$ cat src/rtl/control_unit.sv
// control_unit: sequencer for a small bus-based processor datapath.
// A start request in IDLE latches the instruction word into IR. The FSM then
// walks T1..T3 (ALU ops) or only T1 (moves and undefined ops). Every control
// output is decoded from the registered state and IR, never from the live
// inputs, so the datapath sees glitch-free, cycle-aligned enables.
//
// Handshake: run is a one-shot request that is honoured only while busy is
// low (IDLE). There is no ready signal; busy high means run is ignored, and
// done pulses for exactly one cycle in the final step of each instruction.
//
// Port note: "extern" is a reserved word in SystemVerilog, so the
// external-data bus driver enable is named extern_en.
module control_unit (
    input  logic        clk,
    input  logic        rst,
    input  logic        run,
    input  logic [15:0] instr,
    output logic        busy,
    output logic        done,
    output logic        extern_en,
    output logic        readAddr,
    output logic [2:0]  sel,
    output logic [15:0] ren,
    output logic [15:0] rout,
    output logic        aen,
    output logic        gen,
    output logic        gout,
    output logic [1:0]  state_dbg
);

    typedef enum logic [1:0] {
        IDLE = 2'd0,
        T1   = 2'd1,
        T2   = 2'd2,
        T3   = 2'd3
    } state_t;

    state_t      state_q;
    state_t      state_d;
    logic [15:0] ir_q;

    // Decoded IR fields.
    logic [3:0]  op;
    logic [3:0]  rx;
    logic [3:0]  ry;
    logic        is_alu;
    logic [15:0] rx_hot;
    logic [15:0] ry_hot;
    logic        unused_ir_low;

    assign op     = ir_q[15:12];
    assign rx     = ir_q[11:8];
    assign ry     = ir_q[7:4];
    assign is_alu = op[3];
    assign rx_hot = 16'h0001 << rx;
    assign ry_hot = 16'h0001 << ry;

    // The low nibble of the instruction carries no meaning for this machine.
    assign unused_ir_low = ^ir_q[3:0];

    // State is visible for checkers and debug.
    assign state_dbg = state_q;

    // State and IR registers; reset forces IDLE and clears IR immediately.
    always_ff @(posedge clk or posedge rst) begin
        if (rst) begin
            state_q <= IDLE;
            ir_q    <= 16'h0000;
        end else begin
            state_q <= state_d;
            if (state_q == IDLE && run) begin
                ir_q <= instr;
            end
        end
    end

    // Next-state logic: moves and undefined ops finish in T1, ALU ops in T3.
    always_comb begin
        state_d = state_q;
        unique case (state_q)
            IDLE: state_d = run ? T1 : IDLE;
            T1:   state_d = is_alu ? T2 : IDLE;
            T2:   state_d = is_alu ? T3 : IDLE;
            T3:   state_d = IDLE;
            default: state_d = IDLE;
        endcase
    end

    // Output decode from state and IR only; all enables default to zero so
    // IDLE (and therefore reset) drives nothing onto the bus.
    always_comb begin
        busy      = 1'b0;
        done      = 1'b0;
        extern_en = 1'b0;
        readAddr  = 1'b0;
        sel       = 3'b000;
        ren       = 16'h0000;
        rout      = 16'h0000;
        aen       = 1'b0;
        gen       = 1'b0;
        gout      = 1'b0;

        busy = (state_q != IDLE);

        unique case (state_q)
            IDLE: begin
                // Nothing driven while waiting for run.
            end
            T1: begin
                if (is_alu) begin
                    // First operand: Rx onto the bus into A.
                    rout = rx_hot;
                    aen  = 1'b1;
                end else begin
                    case (op[2:0])
                        3'b000: begin
                            // MV: Ry -> Rx over the bus.
                            rout = ry_hot;
                            ren  = rx_hot;
                            done = 1'b1;
                        end
                        3'b001: begin
                            // MVI: external data -> Rx.
                            extern_en = 1'b1;
                            ren       = rx_hot;
                            done      = 1'b1;
                        end
                        3'b010: begin
                            // MVPC: PC address through the external driver -> Rx.
                            extern_en = 1'b1;
                            readAddr  = 1'b1;
                            ren       = rx_hot;
                            done      = 1'b1;
                        end
                        default: begin
                            // Undefined op: complete without touching registers.
                            done = 1'b1;
                        end
                    endcase
                end
            end
            T2: begin
                if (is_alu) begin
                    // Second operand: Ry onto the bus, ALU result into G.
                    rout = ry_hot;
                    gen  = 1'b1;
                    sel  = op[2:0];
                end
            end
            T3: begin
                if (is_alu) begin
                    // Write back: G onto the bus into Rx.
                    gout = 1'b1;
                    ren  = rx_hot;
                    done = 1'b1;
                end
            end
            default: begin
                busy = 1'b0;
            end
        endcase
    end

endmodule
$ cat config.mk
export PLATFORM = sky130hd
export DESIGN_NAME = control_unit
export DESIGN_NICKNAME = d
export VERILOG_FILES = /design/src/rtl/control_unit.sv
export SDC_FILE = /design/constraint.sdc
export NUM_CORES = 1
export LEC_CHECK = 0
export ABC_AREA = 1
export CORE_MARGIN = 2
export CORE_UTILIZATION = 45
export CTS_CLUSTER_DIAMETER = 50
export DETAILED_ROUTE_END_ITERATION = 8
export DONT_BUFFER_PORTS = 1
export PLACE_DENSITY_LB_ADDON = 0.3
export SYNTH_ARGS = -nofsm -noshare
export SYNTH_HDL_FRONTEND = slang
export SYNTH_SLANG_ARGS = --single-unit
$ cat constraint.sdc
create_clock -name clk -period 1.75 [get_ports clk]
set_input_delay 0.0875 -clock clk [delete_from_list [all_inputs] [get_ports clk]]
set_output_delay 0.0875 -clock clk [all_outputs]
set_load 0.05 [all_outputs]
==> impl_metrics.csv, run 1 <==
group,metric,value,unit
run_status,status,"complete, but fails checks",
run_status,violations,"setup timing",
sta,clock.fmax,500.3,MHz
synthesis,seq_area_frac_synth,0.2564,
worst_setup_path,critPathKind,"reg -> out",
clocking,cts_max_path_buffers,2,
power_and_ir_drop,switching_share,0.6073,
die,die_w,59.10,um
worst_setup_path,path_common_cell,"nor2_1",
placement,post-dp-hpwl,2956,um
clocking,cts_htree_levels,1,
clocking,clk_pin_slew,0.11,ns
synthesis,yosys_warnings,0,
flow_run,max-cap-violations,0,
cells_and_area,drive_gt1_frac,0.4724,
cells_and_area,areaGrowthSynthToFinish,85.26,%
worst_setup_path,crit_required,1.66,ns
placement,post_dp_cell_area,0.001969,mm2
power_and_ir_drop,vdd_drop_max,1189,uV
placement,gp_congestion,0.9166,
sta,finalHoldWorstSlack,0.2211,ns
power_and_ir_drop,p_int,1.354,mW
die,io_pins,63,
clocking,cts_made_buffers,3,
synthesis,synthCells,230,
drt,drc,0,
clocking,insertion_delay,0.30,ns
grt,overflow,0,
die,dieArea,0.003493,mm2
sta,min_period_over_period,1.142,
sta,setup_viol,32,
die,rows,19,
grt,grt_max_degree,25,
power_and_ir_drop,p_leak,1.008,nW
synthesis,synth_area,0.001366,mm2
drt,drtIter0Drc,133,
cells_and_area,final_common_cell,"nor2_1",
synthesis,synth.net_count,254,
power_and_ir_drop,netSwitchingPower,2.095,mW
cells_and_area,fillers,115,
drt,wire_per_inst,18.13,um
sta,finalHoldViolCount,0,
sta,skew,0.02102,ns
power_and_ir_drop,p_per_area,1363,mW/mm2
cells_and_area,num-nets-final,315,
sta,fin_tns_setup,-4.402,ns
power_and_ir_drop,clockPowerShare,0.071,
sta,period_needed,1.999,ns
worst_setup_path,cp_cell_sequence,"inv_2 -> ha_4 -> nand3_4 -> buf_8 -> nor2_1 -> nor2_1 -> nor2_4",
sta,tightest_slew,0.5680,ns
cells_and_area,final_area,0.002531,mm2
placement,io_buffer_count,0,
synthesis,syn_avg_cell_area,5.940,um2
worst_setup_path,worstPathMaxFanout,4,
drt,ant_nets,0,
min_path,hold_class,"in -> reg",
clocking,clock-sinks,14,
die,core_area,0.002829,mm2
drt,vias_per_cell,5.776,
drt,vias,1854,
cells_and_area,diodes,0,
power_and_ir_drop,power,3.449,mW
drt,first_pass_iters,5,
worst_setup_path,slowest_stage,"dfrtp_2",
clocking,root_buffer,"clkbuf_4",
grt,antenna_found_initial,0,
synthesis,ys_ff_latch,14,
sta,maxSlewViolCount,0,
power_and_ir_drop,seqPwrFrac,0.222,
grt,grt_pass1_vias,1788,
worst_setup_path,arrival,1.91,ns
cells_and_area,layout_common_cells,"43 x nor2_1, 28 x inv_1, 25 x nand2_1",
sta,grt_setup_unrepaired,"true",
worst_setup_path,cp-end-kind,"primary output",
clocking,tritoncts,"yes",
synthesis,synth_cell_types,22,
grt,grt_use_total,0.3269,
sta,setup_ws,-0.2488,ns
cells_and_area,multi_input_area,0.001215,mm2
worst_setup_path,worstSetupStartpointType,"register",
sta,slew_headroom,0.6209,
grt,grt_pass1_wl,8521,um
die,dieHeight,59.10,um
drt,wirelength,5819,um
power_and_ir_drop,combPwrFrac,0.707,
worst_setup_path,cpPeakStageDelay,0.44,ns
die,start_util,0.4830,
cells_and_area,seqCellArea,356.6,um2
-- cells in the mapped netlist --
master | n | area share
a21oi_1 | 27 | 0.099
a21oi_4 | 1 | 0.012
buf_1 | 1 | 0.0027
buf_12 | 1 | 0.015
buf_2 | 2 | 0.0073
buf_4 | 1 | 0.0055
buf_6 | 1 | 0.0082
clkbuf_1 | 3 | 0.0082
clkinv_1 | 1 | 0.0027
dfrtp_1 | 14 | 0.26
ha_1 | 5 | 0.046
inv_1 | 33 | 0.091
nand2_1 | 45 | 0.12
nand2_2 | 3 | 0.014
nand3_1 | 15 | 0.055
nand3_2 | 1 | 0.0073
nand4_1 | 1 | 0.0046
nor2_1 | 59 | 0.16
nor2_2 | 9 | 0.041
nor2_4 | 3 | 0.025
nor3_1 | 3 | 0.011
o21ai_0 | 1 | 0.0037
-- repair_timing --
item | 4_1_cts | 5_1_grt
pin swaps | 11 | 14
gates cloned | 3 | 0
resized for setup | 54 | 19
endpoints found under the setup margin | 32 | 37
hold buffers | 14 | 0
buffers inserted | 10 | 1
hold endpoints to repair | 27 | 0
-- metrics by stage --
stage	cells	setup slack [ns]	utilization
3_3_place_gp	289	-0.01079	0.6962
5_1_grt	321	-0.2610	0.8947
4_1_cts	320	-0.05332	0.8704
6_report	321	-0.2488	0.8947
2_1_floorplan	230	-0.1580	-
3_5_place_dp	289	-0.06376	0.6962
-- cell families after synthesis --
group	after synthesis	synth area share
and+or+nand+nor	139	0.4432
buffers and inverters	43	0.1401
AOI/OAI and AO/OA	29	0.1145
DFF	14	0.2564
adders and majority gates	5	0.04579
-- worst paths after layout --
check / cells past startpoint / end / start / slack [ns]
min in group asynchronous: 2 / state_dbg[1] / rst / 0.28
max in group asynchronous: 2 / ir_q[15] / rst / 1.05
worst min-delay path: 3 / ir_q[11] / run / 0.22
worst max register to register: 7 / ir_q[15] / state_dbg[1] / 0.30
worst min register to register: 2 / ir_q[13] / ir_q[13] / 0.66
worst max-delay path: 7 / rout[15] / state_dbg[1] / -0.25
-- registers in the layout (all words and copies together) (netlist names) --
name       cells
state_dbg      2
ir_q          12
-- layout make-up --
type                    count  area share
clock buffers               4     0.01434
inverters                  34     0.05388
multi-input cells         174      0.4800
flip-flops and latches     14      0.1409
well taps                  31     0.01532
repair buffers             64      0.2956
-- power by group through the flow --
stage          Sequential, mW  Clock, mW  Combinational (mW)
6_report                0.766      0.246                2.44
4_1_cts                 0.716      0.232                2.22
3_3_place_gp            0.683          0                1.81
2_1_floorplan           0.676          0                1.48
3_5_place_dp            0.695          0                1.85
5_1_grt                 0.791      0.267                2.54
-- metal layers --
metal	vias to the layer above	track usage	part of all wire
li1	829	-	-
met1	845	0.3583	0.35
met2	137	0.6016	0.52
met3	43	0.06550	0.073
met4	0	0.1461	0.052
met5	-	0	0
-- worst max-delay path: cells and delay by family, from the launching register on --
kind	cells	cell delay (ns)
adders and majority gates	1	0.19
buffers and inverters	2	0.25
DFF	1	0.44
and+or+nand+nor	4	0.72
(Power assumes the default switching activity.)
==> inputs of run 2 (changes only) <==
Settings changed: MAX_ROUTING_LAYER set to met4, RECOVER_POWER set to 25.
==> run 2 against run 1 <==
- the flow still finishes with violations (setup timing)
- hold slack better by 0.0017 ns
- fmax up 5.1%
- core utilization up 0.088 points
- global-route usage down 0.83 points
- die area unchanged
- critical path type unchanged
- largest cell class unchanged
==> impl_metrics.csv, run 2 (synthesis results as in run 1) <==
group,metric,value,unit
power_and_ir_drop,p_int,1.311,mW
sta,finalHoldWorstSlack,0.2228,ns
cells_and_area,final_area,0.002534,mm2
cells_and_area,layout_common_cells,"49 x nor2_1, 29 x inv_1, 21 x nand2_1, 21 x nor2_4, 19 x nand2_2",
clocking,insertion_delay,0.29,ns
power_and_ir_drop,clockPowerShare,0.070,
drt,wire_per_inst,17.76,um
grt,overflow,0,
power_and_ir_drop,switching_share,0.6131,
power_and_ir_drop,p_per_area,1337,mW/mm2
power_and_ir_drop,vdd_drop_max,1028,uV
worst_setup_path,arrival,1.81,ns
worst_setup_path,endpoint,"rout[11]",
worst_setup_path,cpPeakStageDelay,0.44,ns
sta,tightest_slew,0.5457,ns
cells_and_area,fillers,113,
placement,post_dp_cell_area,0.001969,mm2
cells_and_area,final_core_util,0.8956,
flow_run,max-cap-violations,0,
sta,clock.fmax,525.7,MHz
drt,first_pass_iters,5,
power_and_ir_drop,seqPwrFrac,0.222,
die,dieArea,0.003493,mm2
grt,antenna_found_initial,0,
worst_setup_path,startpoint,"state_dbg[1]",
sta,setup_ws,-0.1524,ns
cells_and_area,largest_reg_flops,12,
run_status,status,"complete, but fails checks",
worst_setup_path,cp-end-kind,"primary output",
worst_setup_path,cp_cell_sequence,"inv_2 -> ha_4 -> nand3_4 -> buf_8 -> nor2_1 -> nor2_1 -> nor2_4",
die,io_pins,63,
worst_setup_path,timing.rr.end,"ir_q[15]",
cells_and_area,registers.top_by_ff_count,"ir_q",
die,core_area,0.002829,mm2
worst_setup_path,critPathBufInv,2,
drt,vias,1833,
drt,drtIter0Drc,132,
placement,gp_congestion,0.9329,
drt,drc,0,
clocking,tritoncts,"yes",
worst_setup_path,critPathKind,"reg -> out",
sta,grt_setup_unrepaired,"true",
cells_and_area,diodes,0,
clocking,cts_max_path_buffers,2,
drt,vias_per_cell,5.801,
sta,min_period_over_period,1.087,
worst_setup_path,crit_cells,7,
cells_and_area,num-nets-final,310,
cells_and_area,final_cells,316,
power_and_ir_drop,p_leak,1.041,nW
sta,slew_headroom,0.6358,
cells_and_area,drive_gt1_frac,0.4456,
worst_setup_path,reg2reg_slack,0.34,ns
sta,period_needed,1.902,ns
sta,skew,0.01377,ns
sta,fin_tns_setup,-3.521,ns
worst_setup_path,crit_required,1.66,ns
worst_setup_path,critPathTopFamily,"simple AND/OR/NAND/NOR gates",
cells_and_area,final_common_cell,"nor2_1",
die,dieHeight,59.10,um
placement,pre_cts_ws,-0.05835,ns
grt,grt_max_degree,25,
worst_setup_path,r2r_cells,7,
die,start_util,0.4830,
grt,grt_use_total,0.3186,
clocking,root_buffer,"clkbuf_4",
power_and_ir_drop,netSwitchingPower,2.077,mW
power_and_ir_drop,combPwrFrac,0.707,
min_path,hold_class,"in -> reg",
drt,ant_nets,0,
cells_and_area,areaGrowthSynthToFinish,85.44,%
sta,setup_viol,32,
drt,wirelength,5613,um
die,die_w,59.10,um
sta,finalHoldViolCount,0,
clocking,cts_htree_levels,1,
grt,grt_pass1_wl,8217,um
worst_setup_path,path_common_cell,"nor2_1",
worst_setup_path,slowest_stage,"dfrtp_2",
sta,maxSlewViolCount,0,
clocking,clk_pin_slew,0.10,ns
placement,io_buffer_count,0,
die,rows,19,
clocking,cts_made_buffers,3,
placement,dp.cells,289,
run_status,violations,"setup timing",
power_and_ir_drop,power,3.387,mW
clocking,clock-sinks,14,
worst_setup_path,r2r-start,"state_dbg[1]",
worst_setup_path,worstPathMaxFanout,4,
grt,grt_pass1_vias,1664,
worst_setup_path,worstSetupStartpointType,"register",
placement,post-dp-hpwl,2873,um
-- run 2: what timing repair did --
action                     CTS  global route
setup endpoints to repair   32            34
cloned                       3             0
setup buffers                6             0
hold endpoints to repair    27             0
resized for setup           52            24
pin swaps                   14            15
hold buffers                14             0
-- run 2: power groups by stage --
stage,sequential (mW),clock [mW],combinational [mW]
detailed placement,0.697,0,1.84
finish,0.753,0.238,2.40
global route,0.769,0.250,2.51
floorplan,0.676,0,1.48
CTS,0.711,0.234,2.17
global placement,0.683,0,1.81
-- run 2: worst min path at each step --
| stage | end | depth (start not counted) | startpoint |
|---|---|---|---|
| after CTS | ir_q[11] | 3 | run |
| after global routing | ir_q[12] | 4 | run |
| after global placement | ir_q[7] | 1 | rst |
| after floorplan | ir_q[10] | 1 | rst |
| final | ir_q[11] | 4 | run |
| after detailed placement | ir_q[6] | 1 | rst |
-- run 2: final cells by class --
type / instances / area (um2) / share of cell area
sequential: 14 / 355.3 / 0.1402
multi-input combinational: 174 / 1270 / 0.5012
tap: 31 / 38.79 / 0.01531
clock buffer: 4 / 36.28 / 0.01432
timing repair buffer: 59 / 699.4 / 0.2760
inverter: 34 / 133.9 / 0.05284
-- run 2: worst reg2reg max path, stage by stage, from the launching register on --
cell and delay, ns:
dfrtp_2 0.40, inv_2 0.05, buf_4 0.13, ha_1 0.19
nand2_1 0.07, buf_4 0.25, nor2_1 0.07, a21oi_1 0.15
-- run 2: metal layers --
metal | GRT usage | share of wire
met2 | 0.5397 | 0.50
met1 | 0.3934 | 0.37
met5 | - | 0
met4 | 0.09091 | 0.046
met3 | 0.04803 | 0.085
